**src/rtl/mem_arb_defs.sv**
```systemverilog
// Shared definitions for the two-master memory arbiter: FSM encoding and the
// read data returned when a read times out.
package mem_arb_defs;

  typedef enum logic [1:0] {
    IDLE    = 2'd0,
    ISSUE   = 2'd1,
    RD_WAIT = 2'd2,
    RSP     = 2'd3
  } state_t;

  localparam logic [31:0] TIMEOUT_DATA = 32'hDEADBEEF;

endpackage

```
**src/rtl/mem_arb_rr_arb2.sv**
```systemverilog
// Two-way round-robin selector; combinational one-hot grant, pointer updated on strobe.
// After reset the pointer marks master 1 as last granted, so master 0 wins the first tie.
module rr_arb2 (
  input  logic       clk,
  input  logic       reset,
  input  logic [1:0] req,
  input  logic       update,
  output logic [1:0] grant,
  output logic       last_grant
);

  always_comb begin
    grant = 2'b00;
    case (req)
      2'b01:   grant = 2'b01;
      2'b10:   grant = 2'b10;
      2'b11:   grant = last_grant ? 2'b01 : 2'b10;
      default: grant = 2'b00;
    endcase
  end

  always_ff @(posedge clk or posedge reset) begin
    if (reset)
      last_grant <= 1'b1;
    else if (update && (|grant))
      last_grant <= grant[1];
  end

endmodule

```
**src/rtl/mem_arb.sv**
```systemverilog
// Two-master to one-slave memory arbiter: one command in flight, reads wait for the slave.
// Optional read timeout (returns 32'hDEADBEEF, sets sticky timeout_err) under MEM_ARB_TIMEOUT_EN.
module mem_arb
  import mem_arb_defs::*;
#(
  parameter int ADDR_W         = 12,
  parameter int TIMEOUT_CYCLES = 255
) (
  input  logic              clk,
  input  logic              reset,
  input  logic              m0_cmd_valid,
  output logic              m0_cmd_ready,
  input  logic              m0_cmd_wr,
  input  logic [ADDR_W-1:0] m0_cmd_addr,
  input  logic [31:0]       m0_cmd_wdata,
  output logic              m0_rsp_ready,
  output logic [31:0]       m0_rsp_rdata,
  input  logic              m1_cmd_valid,
  output logic              m1_cmd_ready,
  input  logic              m1_cmd_wr,
  input  logic [ADDR_W-1:0] m1_cmd_addr,
  input  logic [31:0]       m1_cmd_wdata,
  output logic              m1_rsp_ready,
  output logic [31:0]       m1_rsp_rdata,
  output logic              mem_cmd_valid,
  output logic              mem_cmd_wr,
  output logic [ADDR_W-1:0] mem_cmd_addr,
  output logic [31:0]       mem_cmd_wdata,
  input  logic              mem_rsp_ready,
  input  logic [31:0]       mem_rsp_rdata,
  output logic              timeout_err
);

  state_t              r_state;
  state_t              w_next;
  logic                r_wr;
  logic [ADDR_W-1:0]   r_addr;
  logic [31:0]         r_wdata;
  logic [31:0]         r_m0_rdata;
  logic [31:0]         r_m1_rdata;
  logic [1:0]          w_req;
  logic [1:0]          w_grant;
  logic                w_owner;
  logic                w_latch;
  logic                w_capture;
  logic [31:0]         w_cap_data;
  logic                w_issue;
  logic                w_rsp;

  assign w_req = {m1_cmd_valid, m0_cmd_valid};

  // The pointer is updated with the winner when the command is latched, so it
  // doubles as the owner id for the rest of the transaction.
  rr_arb2 u_rr (
    .clk        (clk),
    .reset      (reset),
    .req        (w_req),
    .update     (w_latch),
    .grant      (w_grant),
    .last_grant (w_owner)
  );

`ifdef MEM_ARB_TIMEOUT_EN
  logic [31:0] r_to_cnt;
  logic        r_to_err;
  logic        w_to_hit;

  assign w_to_hit    = (r_to_cnt == 32'(TIMEOUT_CYCLES - 1));
  assign timeout_err = r_to_err;

  always_ff @(posedge clk or posedge reset) begin
    if (reset) begin
      r_to_cnt <= '0;
      r_to_err <= 1'b0;
    end else begin
      r_to_cnt <= (r_state == RD_WAIT) ? r_to_cnt + 32'd1 : '0;
      if ((r_state == RD_WAIT) && !mem_rsp_ready && w_to_hit)
        r_to_err <= 1'b1;
    end
  end
`else
  assign timeout_err = 1'b0 & (TIMEOUT_CYCLES == 0);
`endif

  always_comb begin
    w_next     = r_state;
    w_latch    = 1'b0;
    w_capture  = 1'b0;
    w_cap_data = mem_rsp_rdata;
    case (r_state)
      IDLE: begin
        if (|w_grant) begin
          w_latch = 1'b1;
          w_next  = ISSUE;
        end
      end
      ISSUE:   w_next = r_wr ? IDLE : RD_WAIT;
      RD_WAIT: begin
        if (mem_rsp_ready) begin
          w_capture = 1'b1;
          w_next    = RSP;
        end
`ifdef MEM_ARB_TIMEOUT_EN
        else if (w_to_hit) begin
          w_capture  = 1'b1;
          w_cap_data = TIMEOUT_DATA;
          w_next     = RSP;
        end
`endif
      end
      RSP:     w_next = IDLE;
      default: w_next = IDLE;
    endcase
  end

  always_ff @(posedge clk or posedge reset) begin
    if (reset) r_state <= IDLE;
    else       r_state <= w_next;
  end

  always_ff @(posedge clk or posedge reset) begin
    if (reset) begin
      r_wr    <= 1'b0;
      r_addr  <= '0;
      r_wdata <= '0;
    end else if (w_latch) begin
      r_wr    <= w_grant[1] ? m1_cmd_wr    : m0_cmd_wr;
      r_addr  <= w_grant[1] ? m1_cmd_addr  : m0_cmd_addr;
      r_wdata <= w_grant[1] ? m1_cmd_wdata : m0_cmd_wdata;
    end
  end

  // Each master's rdata register only changes on its own response.
  always_ff @(posedge clk or posedge reset) begin
    if (reset) begin
      r_m0_rdata <= '0;
      r_m1_rdata <= '0;
    end else if (w_capture) begin
      if (w_owner) r_m1_rdata <= w_cap_data;
      else         r_m0_rdata <= w_cap_data;
    end
  end

  assign w_issue       = (r_state == ISSUE);
  assign w_rsp         = (r_state == RSP);
  assign mem_cmd_valid = w_issue;
  assign mem_cmd_wr    = w_issue & r_wr;
  assign mem_cmd_addr  = w_issue ? r_addr  : '0;
  assign mem_cmd_wdata = w_issue ? r_wdata : '0;
  assign m0_cmd_ready  = w_issue & ~w_owner;
  assign m1_cmd_ready  = w_issue &  w_owner;
  assign m0_rsp_ready  = w_rsp   & ~w_owner;
  assign m1_rsp_ready  = w_rsp   &  w_owner;
  assign m0_rsp_rdata  = r_m0_rdata;
  assign m1_rsp_rdata  = r_m1_rdata;

endmodule

```
**config.mk**
```make
export PLATFORM = sky130hd
export DESIGN_NAME = mem_arb
export DESIGN_NICKNAME = d
export VERILOG_FILES = /design/src/rtl/mem_arb_defs.sv /design/src/rtl/mem_arb_rr_arb2.sv /design/src/rtl/mem_arb.sv
export SDC_FILE = /design/constraint.sdc
export NUM_CORES = 1
export LEC_CHECK = 0
export CAP_MARGIN = 20
export CORE_MARGIN = 2
export CORE_UTILIZATION = 42
export DETAILED_ROUTE_END_ITERATION = 16
export PLACE_DENSITY = 0.84
export SETUP_SLACK_MARGIN = 0.2
export SYNTH_ARGS = -nofsm -noshare
export SYNTH_HDL_FRONTEND = slang
export SYNTH_SLANG_ARGS = --single-unit
```
**constraint.sdc**
```tcl
create_clock -name clk -period 5.65 [get_ports clk]
set_clock_uncertainty 0.15 [all_clocks]
set_input_delay 1.695 -clock clk [delete_from_list [all_inputs] [get_ports clk]]
set_output_delay 1.695 -clock clk [all_outputs]
set_load 0.005 [all_outputs]
```
* Word level (Yosys, flattened, before mapping)
Cells that the tools add are included.
** Storage, ports and cells
- Word-level logic and storage cells :: 42
- Register bits after elaboration :: 112
- Input bits :: 127
** Cells by class
- Muxes and demuxes :: 15
- Reductions and logical operators :: 6
- Bitwise operators :: 6
- Equal/unequal tests :: 8
** Operators by type and width (number)
- 32-bit 2-to-1 mux :: 2
- 12-bit 2-to-1 mux :: 2
- 2-bit == test, second input constant :: 4
- 2-bit 2-to-1 mux :: 4
- 2-bit case mux with 4 select lines :: 1
- 2-bit case mux with 3 select lines :: 1
- 2-bit AND reduction :: 3
- 1-bit AND :: 5
- 1-bit 2-to-1 mux :: 5
- 2-bit by 1-bit == test with 1-bit output, second input constant :: 2
- 2-bit inequality test, second input constant :: 2
- 2-bit logical NOT :: 1
- 2-bit OR reduction :: 1
- 1-bit logical AND :: 1
- 1-bit NOT :: 1

* Longest topological paths before layout
Gate-level depths: netlist (run 1).
- Depth after elaboration :: 6
- Mapped depth :: 5

* By module
A second synthesis (run 1) with hierarchy kept.
** Second synthesis, totals
- Cells, all modules :: 356
- Area total of the unflattened synthesis :: 5097.4 sq um
** Modules (own cells, without submodules)
- mem_arb :: instances 1, area an instance 5037.3 sq um, sequential area each 2777.7 sq um, cells each 349
- rr_arb2 :: instances 1, area an instance 60.1 sq um, sequential area each 26.3 sq um, cells each 7

* Worst setup path before layout (run 1)
OpenSTA, ideal clock, no wires.
- Kind :: flip-flop to output port
- Start :: register (tool-made name)
- End :: output port mem_cmd_wdata[20]
- Arrival time :: 1.251 ns
- Path slack :: 2.554 ns
- Stages on the path, launching flop included :: 5
- Data required time :: 3.805 ns
- Cell sequence :: dfrtp_1 > or2b_1 > inv_1 > clkbuf_1 > and2_1
** RTL lines
- end, declared :: RTL line mem_arb.sv:28 : output logic [31:0] mem_cmd_wdata,

==> flow_summary_export.csv, run 1 <==
group,metric,value,unit
outcome,status,"finished, final reports clean",
routing,vias,3641,
power,p_leak,3.411,nW
yosys,ys_seq_elements,112,
floorplanning,rows,40,
grt,grt_max_degree,83,
power,ir_drop,0.0002787,V
yosys,netlist_area,0.005249,sq mm
routing,drt_iter0_drc,93,
clock_tree,cts_setup_buffers,0,
worst_hold_path,hold_start,"r_addr[10]$_DFFE_PP0P_",
routing,drt_pass1_iterations,4,
cells_and_area,syn_to_final_growth,53.90,%
floorplanning,dieArea,0.01341,sq mm
critical_path,cpMaxStageDelayCell,"clkdlybuf4s50_1",
critical_path,worstPathCellList,"or2b_1 -> inv_1 -> buf_16 -> and2_1 -> clkdlybuf4s50_1",
timing,worstMarginPinSlew,0.7884,ns
worst_hold_path,hold_depth,1,
timing,rsz0062_at_grt,"no",
yosys,yosysWarnings,0,
timing,slew_violations,0,
critical_path,cp_max_fo,44,
timing,relSlewSlack,0.4744,
clock_tree,clockRootBuffer,"clkbuf_16",
power,p_sw,1.109,mW
placement,portBuffers,240,
timing,hold_violations,0,
cells_and_area,nets,717,
yosys,synth_area_leader_cell,"dfrtp_1",
grt,antenna_found_initial,0,
job,cap_violations,0,
yosys,syn_avg_cell_area,14.91,sq um
grt,grt_overflow_total,0,
routing,wirelength,13160,um
placement,place_inst,744,
critical_path,ff2ff_path_depth,4,
critical_path,critPathTopFamily,"buffers and inverters",
clock_tree,cts_made_buffers,9,
critical_path,setup.worst_path.start_class,"flop",
clock_tree,cts_buffer_depth,2,
worst_hold_path,min_to,"r_addr[10]$_DFFE_PP0P_",
yosys,synth_cell_types,23,
timing,finalCriticalPeriod,4.025,ns
timing,timing.fmax,248.4,MHz
floorplanning,core,0.01211,sq mm
timing,setup_violations,0,
critical_path,path_buf_inv,3,
yosys,yosysSeqAreaShare,0.5342,
critical_path,endpoint_kind,"output port",
floorplanning,io_pins,242,
critical_path,arrival,2.18,ns
yosys,syn_inst,352,
yosys,synth_fp_nets,479,
routing,antenna_left,0,
routing,post_drt_wl_per_cell,17.25,um
yosys,synth_top_area_share,0.5292,
critical_path,crit_path_max_incr_delay,0.52,ns
critical_path,r2r_end,"m1_rsp_rdata[23]$_DFFE_PP0P_",
clock_tree,cts.sinks,112,
cells_and_area,fill_cells,899,
critical_path,cp.required,3.81,ns
clock_tree,ctsHoldBuffers,0,
cells_and_area,multiInputGateArea,0.002243,sq mm
cells_and_area,seq_area,0.002804,sq mm
power,pwr-share-seq,0.368,
placement,hpwl,9909,um
timing,fin_crit_sh,0.7125,
clock_tree,insertion_delay,0.34,ns
routing,via_per_inst,4.772,
clock_tree,cts_resized,0,
placement,pre_cts_ws,1.485,ns
power,internal-power,2.810,mW
power,switching_share,0.2829,
cells_and_area,drive_gt1_frac,0.3126,
grt,grt_usage,0.1931,
power,powerDensity,485.2,mW/mm^2
placement,place.gp.congestion,0.7719,
grt,grt_pass1_wl,20160,um
timing,tns,0,ns
critical_path,r2r-start,"r_state[0]$_DFFE_PP0P_",
power,clkPwrFrac,0.155,
grt,grt_pass1_vias,3924,
floorplanning,initial_core_util,0.4334,
floorplanning,die_h,115.8,um
worst_hold_path,hold_class,"reg2reg",
power,finalPower,3.919,mW
critical_path,r2r_slack,3.41,ns
critical_path,setup.worst_path.class,"reg2out",
clock_tree,h-tree-depth,3,
floorplanning,die_x,115.8,um
power,pwr-share-comb,0.477,
cells_and_area,stdcell_count,763,
yosys,synthTopCellsByArea,"dfrtp_1 53%, mux2_2 27%, mux2_4 8.6%",
cells_and_area,antenna_cells,0,
timing,setup_ws,1.625,ns
routing,drc,0,
cells_and_area,post-route-util,0.6669,
clock_tree,clkTransAtPathRegs,0.07,ns
clock_tree,cts_tree,"done",
-- cell usage in the layout (no fill, tap or decap), types with 2 or more instances in the layout --
cell | netlist | final
buf_16 | 0 | 2
buf_4 | 4 | 5
clkdlybuf4s50_1 | 0 | 240
dfrtp_1 | 111 | 111
inv_1 | 3 | 2
clkbuf_16 | 0 | 9
clkinv_4 | 0 | 2
mux2_4 | 30 | 30
mux2_2 | 124 | 124
and2_1 | 45 | 45
nor2_1 | 6 | 5
-- worst max-delay path by stage --
stage,startpoint,end,slack (ns),cells past startpoint
2_1_floorplan,reset,asynchronous set/reset pin,0.85,1
3_3_place_gp,flop,mem_cmd_addr[0],1.52,4
3_5_place_dp,flop,mem_cmd_addr[0],1.49,4
4_1_cts,flop,mem_cmd_addr[0],1.12,4
5_1_grt,r_state[0]$_DFFE_PP0P_,mem_cmd_addr[0],1.51,5
6_report,flop,mem_cmd_addr[0],1.62,5
-- cell type report --
cell class              instances  share of cell area
inverters                       3            0.001704
well taps                     168             0.02602
flip-flops and latches        112              0.3471
clock buffers                   9             0.02788
clock inverters                 7            0.008209
repair buffers                248              0.3113
multi-input cells             216              0.2777
-- layer usage --
layer,track usage,vias to the layer above,share of wire
met5,0,-,0
met4,0.06667,0,0.019
met3,0.05962,19,0.096
met2,0.3435,163,0.51
met1,0.2207,1766,0.38
li1,-,1693,-
-- synthesized netlist by cell type --
library cell  count
a21bo_1           1
and2_1           45
buf_12            3
buf_2             4
buf_4             4
buf_6             6
clkbuf_1          4
conb_1            1
dfrtp_1         111
dfstp_2           1
inv_1             3
mux2_2          124
mux2_4           30
mux2i_1           1
nand2_1           1
nand3b_2          1
nor2_1            6
nor3_4            1
o21ai_0           1
o31ai_1           1
or2_1             1
or2b_1            1
or2b_2            1
-- through the flow --
step                      hold slack (ns)  cell area, sq um
final                              0.3506              8078
after global routing               0.3687              8078
after CTS                          0.3528              8003
after detailed placement           0.3371              7711
after global placement             0.3307              7711
after floorplan                    0.2965              5249
-- kinds of logic (layout without fill, tap and decap cells) --
family / after synthesis / count (layout) / synth area share
other: 1 / 1 / 0.0007145
multiplexers: 155 / 155 / 0.3538
AND/OR/NAND/NOR: 57 / 57 / 0.06818
AO/OA/AOI/OAI: 3 / 3 / 0.004291
flip-flops: 112 / 112 / 0.5342
buffers and inverters: 24 / 267 / 0.03885
-- flip-flops by register name, indices dropped and copies added (netlist names), named ones only --
name,count
m0_rsp_rdata,32
r_wr,1
r_wdata,32
r_state,1
r_addr,12
u_rr.last_grant,1
m1_rsp_rdata,32
-- power groups by stage --
stage,Clock [mW],Sequential [mW],Combinational [mW]
finish,0.608,1.44,1.87
global route,0.664,1.49,2.00
CTS,0.626,1.44,1.87
detailed placement,0,1.45,1.86
global placement,0,1.43,1.81
floorplan,0,1.42,0.887
(Power assumes the default switching activity.)
==> inputs of run 2 (changes only) <==
Clock period 5.65 ns to 4.2 ns, I/O delays scaled along.
==> run 2 against run 1 <==
Sequential power grew 34%. Sequential cell count is the same. Via count is 0.47% lower. Final area is 0.25% lower. Global-route usage grew 0.35 points. Worst setup slack got worse by 1.1 ns. Cell count is 0.13% lower. Highest routed layer unchanged. Combinational power grew 33%. Utilization decreased by 0.17 points. First-iteration DRC count up 27%. Critical endpoint is now mem_cmd_wdata[14]. Register-to-register slack got worse by 1.4 ns.
==> flow_summary_export.csv, run 2 (synthesized netlist as in run 1, its figures left out) <==
group,metric,value,unit
critical_path,critPathTopFamily,"buffers and inverters",
clock_tree,cts_resized,0,
routing,drc,0,
cells_and_area,seq_area,0.002804,sq mm
critical_path,crit_path_max_incr_delay,0.53,ns
cells_and_area,drive_gt1_frac,0.3081,
worst_hold_path,hold_class,"reg2reg",
placement,hpwl,9874,um
cells_and_area,post-route-util,0.6653,
floorplanning,die_h,115.8,um
grt,grt_pass1_vias,4013,
routing,post_drt_wl_per_cell,17.14,um
clock_tree,ctsHoldBuffers,0,
clock_tree,cts_setup_buffers,0,
critical_path,setup.worst_path.start_class,"flop",
timing,hold_violations,0,
timing,rsz0062_at_grt,"no",
power,ir_drop,0.0003921,V
grt,antenna_found_initial,0,
critical_path,cp.required,2.79,ns
timing,worstMarginPinSlew,0.7169,ns
cells_and_area,layout_common_cells,"240 x clkdlybuf4s50_1, 124 x mux2_2, 111 x dfrtp_1",
grt,grt_usage,0.1966,
critical_path,worstPathCellList,"or2b_1 -> inv_1 -> buf_4 -> and2_1 -> clkdlybuf4s50_1",
cells_and_area,nets,716,
timing,slew_violations,0,
timing,setup_violations,0,
cells_and_area,final_area,0.008058,sq mm
routing,wirelength,13060,um
cells_and_area,fill_cells,884,
clock_tree,clockRootBuffer,"clkbuf_16",
floorplanning,die_x,115.8,um
grt,grt_overflow_total,0,
clock_tree,cts_buffer_depth,2,
clock_tree,clkTransAtPathRegs,0.07,ns
power,powerDensity,654.8,mW/mm^2
routing,antenna_left,0,
routing,drt_pass1_iterations,4,
job,cap_violations,0,
critical_path,cp_max_fo,46,
floorplanning,rows,40,
floorplanning,dieArea,0.01341,sq mm
timing,relSlewSlack,0.5211,
cells_and_area,antenna_cells,0,
clock_tree,h-tree-depth,3,
timing,tns,0,ns
routing,drt_iter0_drc,118,
timing,fin_crit_sh,0.8705,
clock_tree,cts_made_buffers,9,
clock_tree,cts_tree,"done",
floorplanning,initial_core_util,0.4334,
critical_path,cpMaxStageDelayCell,"clkdlybuf4s50_1",
placement,place.gp.congestion,0.7575,
critical_path,path_buf_inv,3,
cells_and_area,syn_to_final_growth,53.52,%
critical_path,endpoint_kind,"output port",
grt,grt_max_degree,58,
grt,grt_pass1_wl,20260,um
placement,portBuffers,240,
clock_tree,cts.sinks,112,
floorplanning,io_pins,242,
power,p_leak,3.392,nW
cells_and_area,multiInputGateArea,0.002248,sq mm
timing,finalCriticalPeriod,3.656,ns
cells_and_area,final_common_cell,"clkdlybuf4s50_1",
outcome,status,"finished, final reports clean",
critical_path,setup.worst_path.class,"reg2out",
routing,via_per_inst,4.756,
floorplanning,core,0.01211,sq mm
timing,timing.fmax,273.5,MHz
critical_path,arrival,2.25,ns
placement,dpl_cell_area,0.007757,sq mm
clock_tree,insertion_delay,0.34,ns
routing,vias,3624,
## run 2: where the power goes
| part | switching (mW) | internal, mW | total, mW |
|---|---|---|---|
| logic | 0.774 | 1.71 | 2.49 |
| clock network | 0.380 | 0.481 | 0.861 |
| registers | 0.299 | 1.63 | 1.93 |
## run 2: stage by stage
stage	cells	hold slack [ns]	worst slack [ns]	total power [mW]
3_5_place_dp	746	0.3374	0.8234	4.465
5_1_grt	762	0.3578	0.3879	5.606
3_3_place_gp	746	0.3280	0.8504	4.374
2_1_floorplan	352	0.2965	1.433	3.099
6_report	762	0.3479	0.5440	5.276
4_1_cts	762	0.3530	0.4971	5.352
## run 2: area by class of cell
cell class / count / share of cell area
Sequential cell: 112 / 0.3480
Timing Repair Buffer: 247 / 0.3078
Multi-Input combinational cell: 216 / 0.2790
Clock buffer: 12 / 0.03059
Tap cell: 168 / 0.02609
Clock inverter: 4 / 0.006677
Inverter: 3 / 0.001863
## run 2: layer usage
metal	routed length, um	part of all wire	vias up	track usage
met4	223	0.017	0	0.07460
met3	1339	0.10	16	0.07584
li1	-	-	1690	-
met2	6494	0.50	151	0.3411
met5	0	0	-	0
met1	5002	0.38	1767	0.2193
## run 2: final timing paths
path,start,endpoint,slack [ns],depth (start not counted)
max in group asynchronous,reset,r_wdata[0]$_DFFE_PP0P_,1.89,3
min reg2reg,r_addr[9]$_DFFE_PP0P_,r_addr[9]$_DFFE_PP0P_,0.35,1
max reg2reg,u_rr.last_grant$_DFFE_PP1P_,r_wdata[10]$_DFFE_PP0P_,1.98,4
max,flop,mem_cmd_wdata[14],0.54,5
min in group asynchronous,reset,m1_rsp_rdata[25]$_DFFE_PP0P_,1.23,2
min,r_addr[9]$_DFFE_PP0P_,r_addr[9]$_DFFE_PP0P_,0.35,1
